===== config.mk =====
export PLATFORM = sky130hd
export DESIGN_NAME = mmio_ctrl
export DESIGN_NICKNAME = d
export VERILOG_FILES = /design/src/rtl/mmio_pkg.sv /design/src/rtl/btn_debounce.sv /design/src/rtl/mmio_ctrl.sv
export SDC_FILE = /design/constraint.sdc
export NUM_CORES = 1
export LEC_CHECK = 0
export ABC_AREA = 1
export CORE_ASPECT_RATIO = 0.5
export CORE_UTILIZATION = 30
export DETAILED_ROUTE_END_ITERATION = 12
export SYNTH_ARGS = -nofsm -noshare
export SYNTH_HDL_FRONTEND = slang
export SYNTH_SLANG_ARGS = --single-unit

===== constraint.sdc =====
create_clock -name clk -period 2.4 [get_ports clk]
set_clock_uncertainty 0.1 [all_clocks]
set_input_delay 0.24 -clock clk [delete_from_list [all_inputs] [get_ports clk]]
set_output_delay 0.24 -clock clk [all_outputs]
set_load 0.02 [all_outputs]

===== src/rtl/mmio_pkg.sv =====
// rtl/mmio_pkg.sv - shared address map, register decode and 7-segment lookup for mmio_ctrl
package mmio_pkg;

    localparam logic [7:0] ADDR_STATUS   = 8'h80;
    localparam logic [7:0] ADDR_SWITCH   = 8'h84;
    localparam logic [7:0] ADDR_DISPLAY  = 8'h88;
    localparam logic [7:0] ADDR_DIGIT_EN = 8'h8C;

    typedef enum logic [2:0] {
        REG_STATUS,
        REG_SWITCH,
        REG_DISPLAY,
        REG_DIGIT_EN,
        REG_NONE
    } reg_idx_e;

    // Word address (addr[7:2]) to register; the byte offset never matters.
    function automatic reg_idx_e decode_addr(input logic [5:0] word_addr);
        reg_idx_e idx;
        idx = REG_NONE;
        if (word_addr[5]) begin
            case (word_addr[4:0])
                ADDR_STATUS[6:2]:   idx = REG_STATUS;
                ADDR_SWITCH[6:2]:   idx = REG_SWITCH;
                ADDR_DISPLAY[6:2]:  idx = REG_DISPLAY;
                ADDR_DIGIT_EN[6:2]: idx = REG_DIGIT_EN;
                default:            idx = REG_NONE;
            endcase
        end
        return idx;
    endfunction

    // Hex nibble to active-low segments {g,f,e,d,c,b,a}.
    function automatic logic [6:0] hex_to_seg(input logic [3:0] nib);
        logic [6:0] on;
        case (nib)
            4'h0: on = 7'h3F;
            4'h1: on = 7'h06;
            4'h2: on = 7'h5B;
            4'h3: on = 7'h4F;
            4'h4: on = 7'h66;
            4'h5: on = 7'h6D;
            4'h6: on = 7'h7D;
            4'h7: on = 7'h07;
            4'h8: on = 7'h7F;
            4'h9: on = 7'h6F;
            4'hA: on = 7'h77;
            4'hB: on = 7'h7C;
            4'hC: on = 7'h39;
            4'hD: on = 7'h5E;
            4'hE: on = 7'h79;
            default: on = 7'h71;
        endcase
        return ~on;
    endfunction

endpackage


===== src/rtl/btn_debounce.sv =====
// rtl/btn_debounce.sv - per-button synchroniser, debouncer and debounced rising-edge pulse
import mmio_pkg::*;

module btn_debounce #(
    parameter int DEBOUNCE_CYCLES = 1000000
) (
    input  logic clk,
    input  logic reset,
    input  logic btn_in,
    output logic rise
);

    localparam int CNT_W = $clog2(DEBOUNCE_CYCLES);

    logic             meta_q;
    logic             sync_q;
    logic             level_q, level_d;
    logic             prev_q;
    logic [CNT_W-1:0] cnt_q, cnt_d;

    // Count consecutive disagreeing samples; flip the level once the run is long enough.
    always_comb begin
        level_d = level_q;
        cnt_d   = '0;
        if (sync_q != level_q) begin
            if (cnt_q == CNT_W'(DEBOUNCE_CYCLES - 1)) begin
                level_d = ~level_q;
            end else begin
                cnt_d = cnt_q + 1'b1;
            end
        end
    end

    // Synchroniser, debounce state and previous level for edge detection.
    always_ff @(posedge clk) begin
        if (!reset) begin
            meta_q  <= 1'b0;
            sync_q  <= 1'b0;
            level_q <= 1'b0;
            prev_q  <= 1'b0;
            cnt_q   <= '0;
        end else begin
            meta_q  <= btn_in;
            sync_q  <= meta_q;
            level_q <= level_d;
            prev_q  <= level_q;
            cnt_q   <= cnt_d;
        end
    end

    assign rise = level_q & ~prev_q;

endmodule


===== src/rtl/mmio_ctrl.sv =====
// rtl/mmio_ctrl.sv - MMIO buttons/switches/7-segment controller on the upper half of the data bus
import mmio_pkg::*;

module mmio_ctrl #(
    parameter int NUM_BTNS        = 2,
    parameter int SW_WIDTH        = 16,
    parameter int NUM_DIGITS      = 8,
    parameter int DEBOUNCE_CYCLES = 1000000,
    parameter int SCAN_DIV        = 100000
) (
    input  logic                  clk,
    input  logic                  reset,
    input  logic                  we,
    input  logic [7:0]            addr,
    input  logic [31:0]           wdata,
    output logic [31:0]           rdata,
    input  logic [NUM_BTNS-1:0]   btn,
    input  logic [SW_WIDTH-1:0]   sw,
    output logic [NUM_DIGITS-1:0] an,
    output logic [6:0]            a2g
);

    localparam int PRESC_W = $clog2(SCAN_DIV);
    localparam int IDX_W   = (NUM_DIGITS > 1) ? $clog2(NUM_DIGITS) : 1;

    reg_idx_e              sel;
    logic                  unused_addr_bits;
    logic [NUM_BTNS-1:0]   rise_vec;
    logic [NUM_BTNS-1:0]   status_q, status_d;
    logic [31:0]           display_q, display_d;
    logic [NUM_DIGITS-1:0] digit_en_q, digit_en_d;
    logic [SW_WIDTH-1:0]   sw_meta_q, sw_sync_q;
    logic [PRESC_W-1:0]    presc_q, presc_d;
    logic [IDX_W-1:0]      idx_q, idx_d;
    logic [NUM_DIGITS-1:0] an_q, an_d;
    logic [6:0]            seg_q, seg_d;
    logic                  scan_tick;

    assign sel              = decode_addr(addr[7:2]);
    assign unused_addr_bits = ^addr[1:0];

    for (genvar i = 0; i < NUM_BTNS; i++) begin : g_btn
        btn_debounce #(
            .DEBOUNCE_CYCLES(DEBOUNCE_CYCLES)
        ) u_btn (
            .clk   (clk),
            .reset (reset),
            .btn_in(btn[i]),
            .rise  (rise_vec[i])
        );
    end

    // CPU writes; a new press in the same cycle as a W1C keeps its flag.
    always_comb begin
        status_d   = status_q;
        display_d  = display_q;
        digit_en_d = digit_en_q;
        if (we) begin
            case (sel)
                REG_STATUS:   status_d   = status_q & ~wdata[NUM_BTNS-1:0];
                REG_DISPLAY:  display_d  = wdata;
                REG_DIGIT_EN: digit_en_d = wdata[NUM_DIGITS-1:0];
                default:      ;
            endcase
        end
        status_d = status_d | rise_vec;
    end

    // Scanner: on each prescaler wrap, step to the next digit and latch its drive.
    always_comb begin
        scan_tick = (presc_q == PRESC_W'(SCAN_DIV - 1));
        presc_d   = scan_tick ? '0 : presc_q + 1'b1;
        idx_d     = idx_q;
        an_d      = an_q;
        seg_d     = seg_q;
        if (scan_tick) begin
            idx_d = (idx_q == IDX_W'(NUM_DIGITS - 1)) ? '0 : idx_q + 1'b1;
            if (digit_en_q[idx_d]) begin
                an_d  = ~(NUM_DIGITS'(1) << idx_d);
                seg_d = hex_to_seg(display_q[4*idx_d +: 4]);
            end else begin
                an_d  = '1;
                seg_d = 7'h7F;
            end
        end
    end

    // Read mux, combinational from the address and current register state.
    always_comb begin
        rdata = '0;
        case (sel)
            REG_STATUS:   rdata[NUM_BTNS-1:0]   = status_q;
            REG_SWITCH:   rdata[SW_WIDTH-1:0]   = sw_sync_q;
            REG_DISPLAY:  rdata                 = display_q;
            REG_DIGIT_EN: rdata[NUM_DIGITS-1:0] = digit_en_q;
            default:      rdata                 = '0;
        endcase
    end

    // Register, switch synchroniser and scanner state.
    always_ff @(posedge clk) begin
        if (!reset) begin
            status_q   <= '0;
            display_q  <= '0;
            digit_en_q <= '1;
            sw_meta_q  <= '0;
            sw_sync_q  <= '0;
            presc_q    <= '0;
            idx_q      <= '0;
            an_q       <= '1;
            seg_q      <= 7'h7F;
        end else begin
            status_q   <= status_d;
            display_q  <= display_d;
            digit_en_q <= digit_en_d;
            sw_meta_q  <= sw;
            sw_sync_q  <= sw_meta_q;
            presc_q    <= presc_d;
            idx_q      <= idx_d;
            an_q       <= an_d;
            seg_q      <= seg_d;
        end
    end

    assign an  = an_q;
    assign a2g = seg_q;

endmodule


=== Word level (Yosys, flattened, before mapping) ===
Memories as Yosys holds them, arrays and structs flattened.
Cells that the tools add are included.
Widths: inputs -> output; s select.

* Output and inout bits: 47
* Register bits: 157
* Word-level logic and storage cells: 77
* Memories: 1
* Bits of input ports: 61
* Memory bits (read-only): 112

* Equality and inequality tests: 12
* Mux-type cells: 15
* Reductions and logical operators: 9
* Magnitude comparators: 1
* Shifts and indexed selects: 2
* Bitwise gates (word level): 14
* Add/subtract/negate cells: 4

{| class="wikitable"
|+ Memory list
! name !! depth !! bits a word !! read ports !! clocked after memory_dff !! write ports !! RTL line !! RTL
|-
| (no name shown) || 16 || 7 || 1 || 0 || 0 || mmio_pkg.sv:36 || <nowiki>case (nib)</nowiki>
|}

{| class="wikitable"
|+ Operators by type and width
! operator !! count
|-
| $add 20x1->20 const B || 2
|-
| $eq 20x20->1 const B || 2
|-
| $shiftx 32x6->4 || 1
|-
| $mux 7 || 3
|-
| $pmux 6 s3 || 1
|-
| $add 17x1->17 const B || 1
|-
| $eq 17x17->1 const B || 1
|-
| $mux 16 || 1
|-
| $pmux 8 s2 || 1
|-
| $pmux 3 s4 || 1
|-
| $eq 5x2->1 const B || 2
|-
| $mux 8 || 1
|-
| $not 8->8 || 1
|-
| $pmux 2 s4 || 1
|-
| $reduce_and 2->1 || 4
|-
| $shl 1x3->8 const A || 1
|-
| $not 1->1 || 7
|-
| $not 7->7 || 1
|-
| $eq 3x2->1 const B || 2
|-
| $mux 3 || 2
|-
| $reduce_or 3->1 || 2
|-
| $eq 5x1->1 const B || 1
|-
| $logic_not 5->1 || 1
|-
| $lt 3x4->1 const B || 1
|-
| 13 further kinds || 16
|}

=== Longest topological paths before layout ===
* Depth in word-level cells: 8
* Mapped depth: 18
* Depth with buffers taken out: 17

=== Modules after synthesis ===
A second synthesis with hierarchy kept.

* Cells, all modules: 1,018
* Area, all modules: 7,138.1 um^2

{| class="wikitable"
|+ By module, submodules not included
! module !! seq. area each (um^2) !! area an instance (um^2) !! instances !! cells an instance
|-
| mmio_ctrl || 2,182.1 || 4,850.9 || 1 || 690
|-
| btn_debounce || 480.5 || 1,143.6 || 2 || 164
|}

=== Worst setup path before layout ===
Ideal clock, no wire load.

* Path type: reg-to-reg
* Start: reg idx_q[0]
* End: reg seg_q[3], in the netlist a2g[3]
* Arrival: 2,049 ps
* Data required time: 2,191 ps
* Library setup time: 109 ps
* Stages on the path, launching flop included: 14
* Slack: 142 ps
* Cells stage by stage: dfxtp_1 ha_1 ha_1 clkbuf_1 nand2_1 nand2_1 inv_1 ha_1 inv_1 nand2_1 nand3_1 nand3_1 nand2_1 inv_1

* Cells in the longest elaborated chain, start to end: 8
* Elaborated cells on any way between the ends: 11

{| class="wikitable"
|+ Ends and longest elaborated chain
! element !! RTL line !! RTL
|-
| from (decl) || mmio_ctrl.sv:34 || <nowiki>logic [IDX_W-1:0] idx_q, idx_d;</nowiki>
|-
| from (signal assigned) || mmio_ctrl.sv:119 || <nowiki>idx_q <= idx_d;</nowiki>
|-
| $add 3x1->3 / $eq 3x3->1 (equally long branches) || mmio_ctrl.sv:77 || <nowiki>idx_d = (idx_q == IDX_W'(NUM_DIGITS - 1)) ? '0 : idx_q + 1'b1;</nowiki>
|-
| $mux 3 * || mmio_ctrl.sv:77 ||
|-
| $shiftx 32x6->4 || mmio_ctrl.sv:80 || <nowiki>seg_d = hex_to_seg(display_q[4*idx_d +: 4]);</nowiki>
|-
| $mem_v2 16x7 || -- ||
|-
| $mux 7 || mmio_ctrl.sv:78 || <nowiki>if (digit_en_q[idx_d]) begin</nowiki>
|-
| $mux 7 || mmio_ctrl.sv:76 || <nowiki>if (scan_tick) begin</nowiki>
|-
| $not 7->7 || mmio_pkg.sv:54 || <nowiki>return ~on;</nowiki>
|-
| $mux 7 * || mmio_ctrl.sv:78 ||
|-
| to (signal assigned) || mmio_ctrl.sv:121 || <nowiki>seg_q <= seg_d;</nowiki>
|-
| to (decl) || mmio_ctrl.sv:36 || <nowiki>logic [6:0] seg_q, seg_d;</nowiki>
|}

Every way passes the cells marked *; elsewhere a longest branch is shown, timed or not. The select of a mux whose other input is x is not followed.
A chain may end at the register's enable or synchronous reset.

=== Worst setup path after layout ===
Ends and elaborated chain as after synthesis.

==> flow_metrics.py <==
metrics = {
    "floorplan": {
        "die-area_mm2": 0.02402,
        "core_region_area_mm2": 0.02289,
        "die_w_um": 218.2,
        "die_h_um": 110.1,
        "io_pins": 108,
        "core.rowCount": 39,
        "start_util": 0.3063,
    },
    "worst_setup_path": {
        "critical_path_class": "flip-flop to flip-flop",
        "reg2reg_from": "idx_q[0]$_SDFFE_PN0P_",
        "cp.arrival_ns": 2.52,
        "reg2reg_depth": 17,
        "cp-start-kind": "flip-flop",
        "critPathRequiredTime_ns": 2.63,
        "reg2reg_slack_ns": 0.10,
        "timing.rr.end": "a2g[3]$_SDFFE_PN1P_",
        "cp_max_fo": 7,
        "worstSetupEndpointType": "flip-flop",
    },
    "finish": {
        "fill_cells": 2339,
        "postLayoutCoreUtil": 0.4024,
        "nets": 1167,
        "antenna_cells": 0,
        "design_area_mm2": 0.009209,
        "drive_gt1_frac": 0.1269,
        "multi_input_area_mm2": 0.003226,
        "regArea_mm2": 0.003147,
        "area_delta_synth_final_pct": 31.36,
    },
    "worst_hold_path": {
        "holdPathStages": 2,
        "min_path_type": "primary input to flip-flop",
        "worstHoldStart": "reset",
        "worst_hold_path.endpoint": "digit_en_q[0]$_SDFFE_PN1P_",
    },
    "synthesis": {
        "postSynth.asyncResetShare": 0,
        "ys_seq_area_frac": 0.4483,
        "synth-edff-count": 0,
        "synth_cell_types": 42,
        "yosys.area_share.simple": 0.2875,
        "synth-xor-area-share": 0.02998,
        "ys_warn_count": 0,
        "ys_dominant_reg_cell": "dfxtp_1",
        "synth_seq_cells": 157,
        "synth_mux_area_frac": 0,
        "synth-adder-area-share": 0.02677,
        "synth_top_family_by_area": "simple AND/OR/NAND/NOR gates",
        "avgSynthCellArea_um2": 7.310,
        "synth_nets": 1035,
        "synthesis.area_mm2": 0.007010,
        "synth_compound_area_frac": 0.1044,
        "syn_inst": 959,
    },
    "clocking": {
        "cts_tree": "done",
        "insertion_delay_ns": 0.42,
        "cts_hold_buffers": 0,
        "h-tree-depth": 4,
        "clockBufferDepth": 2,
        "clkTransAtPathRegs_ns": 0.06,
        "cts_sinks": 157,
        "numCtsBuffers": 17,
        "cts_root_buf": "clkbuf_16",
    },
    "sta": {
        "max-slew-margin-rel": 0.7011,
        "period_share": 0.9578,
        "grt_setup_unrepaired": "yes",
        "fin_crit_ns": 2.299,
        "worst_pin_slew_ns": 0.4469,
        "finalSetupViolations": 0,
        "clock.fmax_mhz": 435.0,
        "slew_viol_final": 0,
        "hold_viol": 0,
    },
    "grt": {
        "grt_overflow": 0,
        "grt_pass1_vias": 5888,
        "antenna_found_initial": 0,
        "grt_usage": 0.1494,
        "grt_max_degree": 50,
        "grt_pass1_wl_um": 28440,
    },
    "placement": {
        "placement.cell_area_mm2": 0.008596,
        "dpl.hpwl_um": 13210,
        "place_congestion": 0.8313,
        "numPortBuffers": 105,
    },
    "power_and_ir_drop": {
        "power_density_mw_per_mm2": 600.1,
        "power.leakage_uw": 0.003888,
        "ir_drop_mv": 0.2951,
    },
    "route": {
        "wire_per_inst_um": 12.51,
        "ant_nets": 0,
        "dr.pass1.iters": 5,
        "routed-via-count": 6413,
        "avgViaCountPerCell": 4.548,
        "routed_wl_um": 17650,
        "drcViolationCount": 0,
        "first_iter_violations": 386,
    },
    "flow_run": {
        "drv_cap": 0,
    },
    "outcome": {
        "status": "finished, final reports clean",
    },
}
-- cells by family (layout without fill, tap and decap cells) --
group,count (synthesis),after routing
adder cells (fa/ha/maj),15,15
flip-flops,157,157
AND/OR/NAND/NOR,449,450
buffers and inverters,183,326
XOR/XNOR,24,24
AO/OA/AOI/OAI,131,131
-- cell usage after synthesis (2+ instances only) --
library cell	count	area [um2]
a21oi_1	49	245.2
a22oi_1	2	15.01
a31oi_1	5	31.28
a41oi_1	3	26.28
buf_1	2	7.510
buf_2	13	65.06
buf_6	2	22.52
clkbuf_1	16	60.06
dfxtp_1	157	3143
ha_1	15	187.7
inv_1	143	536.8
inv_2	5	18.77
nand2_1	194	728.2
nand2_2	5	31.28
nand2_4	2	22.52
nand3_1	55	275.3
nand3_2	3	30.03
nand4_1	12	75.07
nor2_1	118	442.9
nor2_2	8	50.05
nor3_1	20	100.1
nor3b_1	9	67.56
nor3b_2	2	25.02
nor4_1	8	50.05
o21ai_0	53	265.3
o221ai_1	10	87.58
o22ai_1	6	37.54
or2_2	6	37.54
xnor2_1	6	52.55
xor2_1	18	157.7
-- routing by layer --
layer,part of all wire,global-route usage,routed length [um],up-vias
li1,-,-,-,3313
met1,0.48,0.1918,8512,2983
met2,0.47,0.2472,8274,94
met3,0.028,0.03018,494,23
met4,0.021,0.06094,364,0
met5,0,0,0,-
-- stage by stage --
stage / TNS, ns / setup WS [ns] / cells / power, uW / hold slack (ns)
after floorplan: 0 / 0.1423 / 959 / 2812 / 0.2376
after global placement: -5.761 / -0.2740 / 1376 / 2954 / 0.2941
after detailed placement: -5.057 / -0.2462 / 1376 / 2957 / 0.2960
after CTS: 0 / 0.004877 / 1409 / 5598 / 0.05844
after global routing: -0.07367 / -0.05961 / 1410 / 5723 / 0.08594
final: 0 / 0.1014 / 1410 / 5526 / 0.08730
-- critical path, stage by stage, from the launching register on --
cell	delay, ns
dfxtp_4	0.37
ha_2	0.20
ha_4	0.17
nor2_4	0.15
buf_6	0.16
nand2_1	0.05
nand3_1	0.08
nand2_1	0.07
nand2_2	0.09
nand2_4	0.06
inv_2	0.07
ha_1	0.22
inv_1	0.06
nand2_1	0.07
nand3_1	0.10
nand3_2	0.08
nand2_1	0.06
inv_1	0.03
-- state kept, by name, indices dropped and copies added (netlist names) --
signal	cells
a2g	7
an	8
digit_en_q	8
display_q	32
g_btn.u_btn.cnt_q	40
g_btn.u_btn.level_q	2
g_btn.u_btn.meta_q	2
g_btn.u_btn.prev_q	2
g_btn.u_btn.sync_q	2
idx_q	3
presc_q	17
status_q	2
sw_meta_q	16
sw_sync_q	16
-- cells in the final DEF, fill, tap and decap left out, types with 3 or more instances in the layout --
master | netlist | routed
nand2_1 | 194 | 187
nor4_1 | 8 | 8
clkinvlp_4 | 0 | 3
inv_1 | 143 | 140
nor3_1 | 20 | 20
ha_2 | 0 | 3
nand2_4 | 2 | 4
o21ai_0 | 53 | 52
nand2_2 | 5 | 11
a21oi_1 | 49 | 48
a31oi_1 | 5 | 5
nand4_1 | 12 | 12
o221ai_1 | 10 | 10
xor2_1 | 18 | 18
nor3b_1 | 9 | 9
clkdlybuf4s50_1 | 0 | 72
xnor2_1 | 6 | 6
dlygate4sd2_1 | 0 | 12
ha_1 | 15 | 11
or2_2 | 6 | 6
nor2_2 | 8 | 8
clkdlybuf4s15_1 | 0 | 10
nand3_1 | 55 | 52
nand3_2 | 3 | 6
dfxtp_1 | 157 | 156
nor2_1 | 118 | 117
clkinv_2 | 0 | 6
a41oi_1 | 3 | 3
clkbuf_16 | 0 | 17
clkbuf_2 | 0 | 10
buf_4 | 1 | 36
inv_2 | 5 | 8
o22ai_1 | 6 | 6
-- cell type report --
class	count	share of cell area
multi-input combinational	620	0.3503
sequential	157	0.3417
timing repair buffer	146	0.1432
inverter	149	0.06073
clock buffer	19	0.04918
tap	307	0.04171
clock inverter	12	0.01318
-- power by group --
part	internal (uW)	total, uW	leakage, uW	switching, uW
clock	1570	2630	0.000280	1060
sequential	2640	2660	0.00128	15.2
combinational	127	237	0.00233	110
total	4340	5530	0.00389	1190
-- repair_timing --
item                                    in CTS  in global routing
pin swaps                                    1                  4
endpoints found under the setup margin      38                 28
gates cloned                                 1                  1
buffers inserted                             1                  0
gates resized for setup                     41                 55
-- how the worst max path moves through the flow --
stage	startpoint	end	depth (start not counted)
detailed placement	addr[7]	rdata[4]	11
global route	idx_q[0]$_SDFFE_PN0P_	a2g[3]$_SDFFE_PN1P_	17
global placement	addr[7]	rdata[4]	11
floorplan	idx_q[0]$_SDFFE_PN0P_	a2g[3]$_SDFFE_PN1P_	13
CTS	idx_q[0]$_SDFFE_PN0P_	a2g[3]$_SDFFE_PN1P_	17
finish	idx_q[0]$_SDFFE_PN0P_	a2g[3]$_SDFFE_PN1P_	17
No activity file was read; power rests on OpenSTA's default activity.
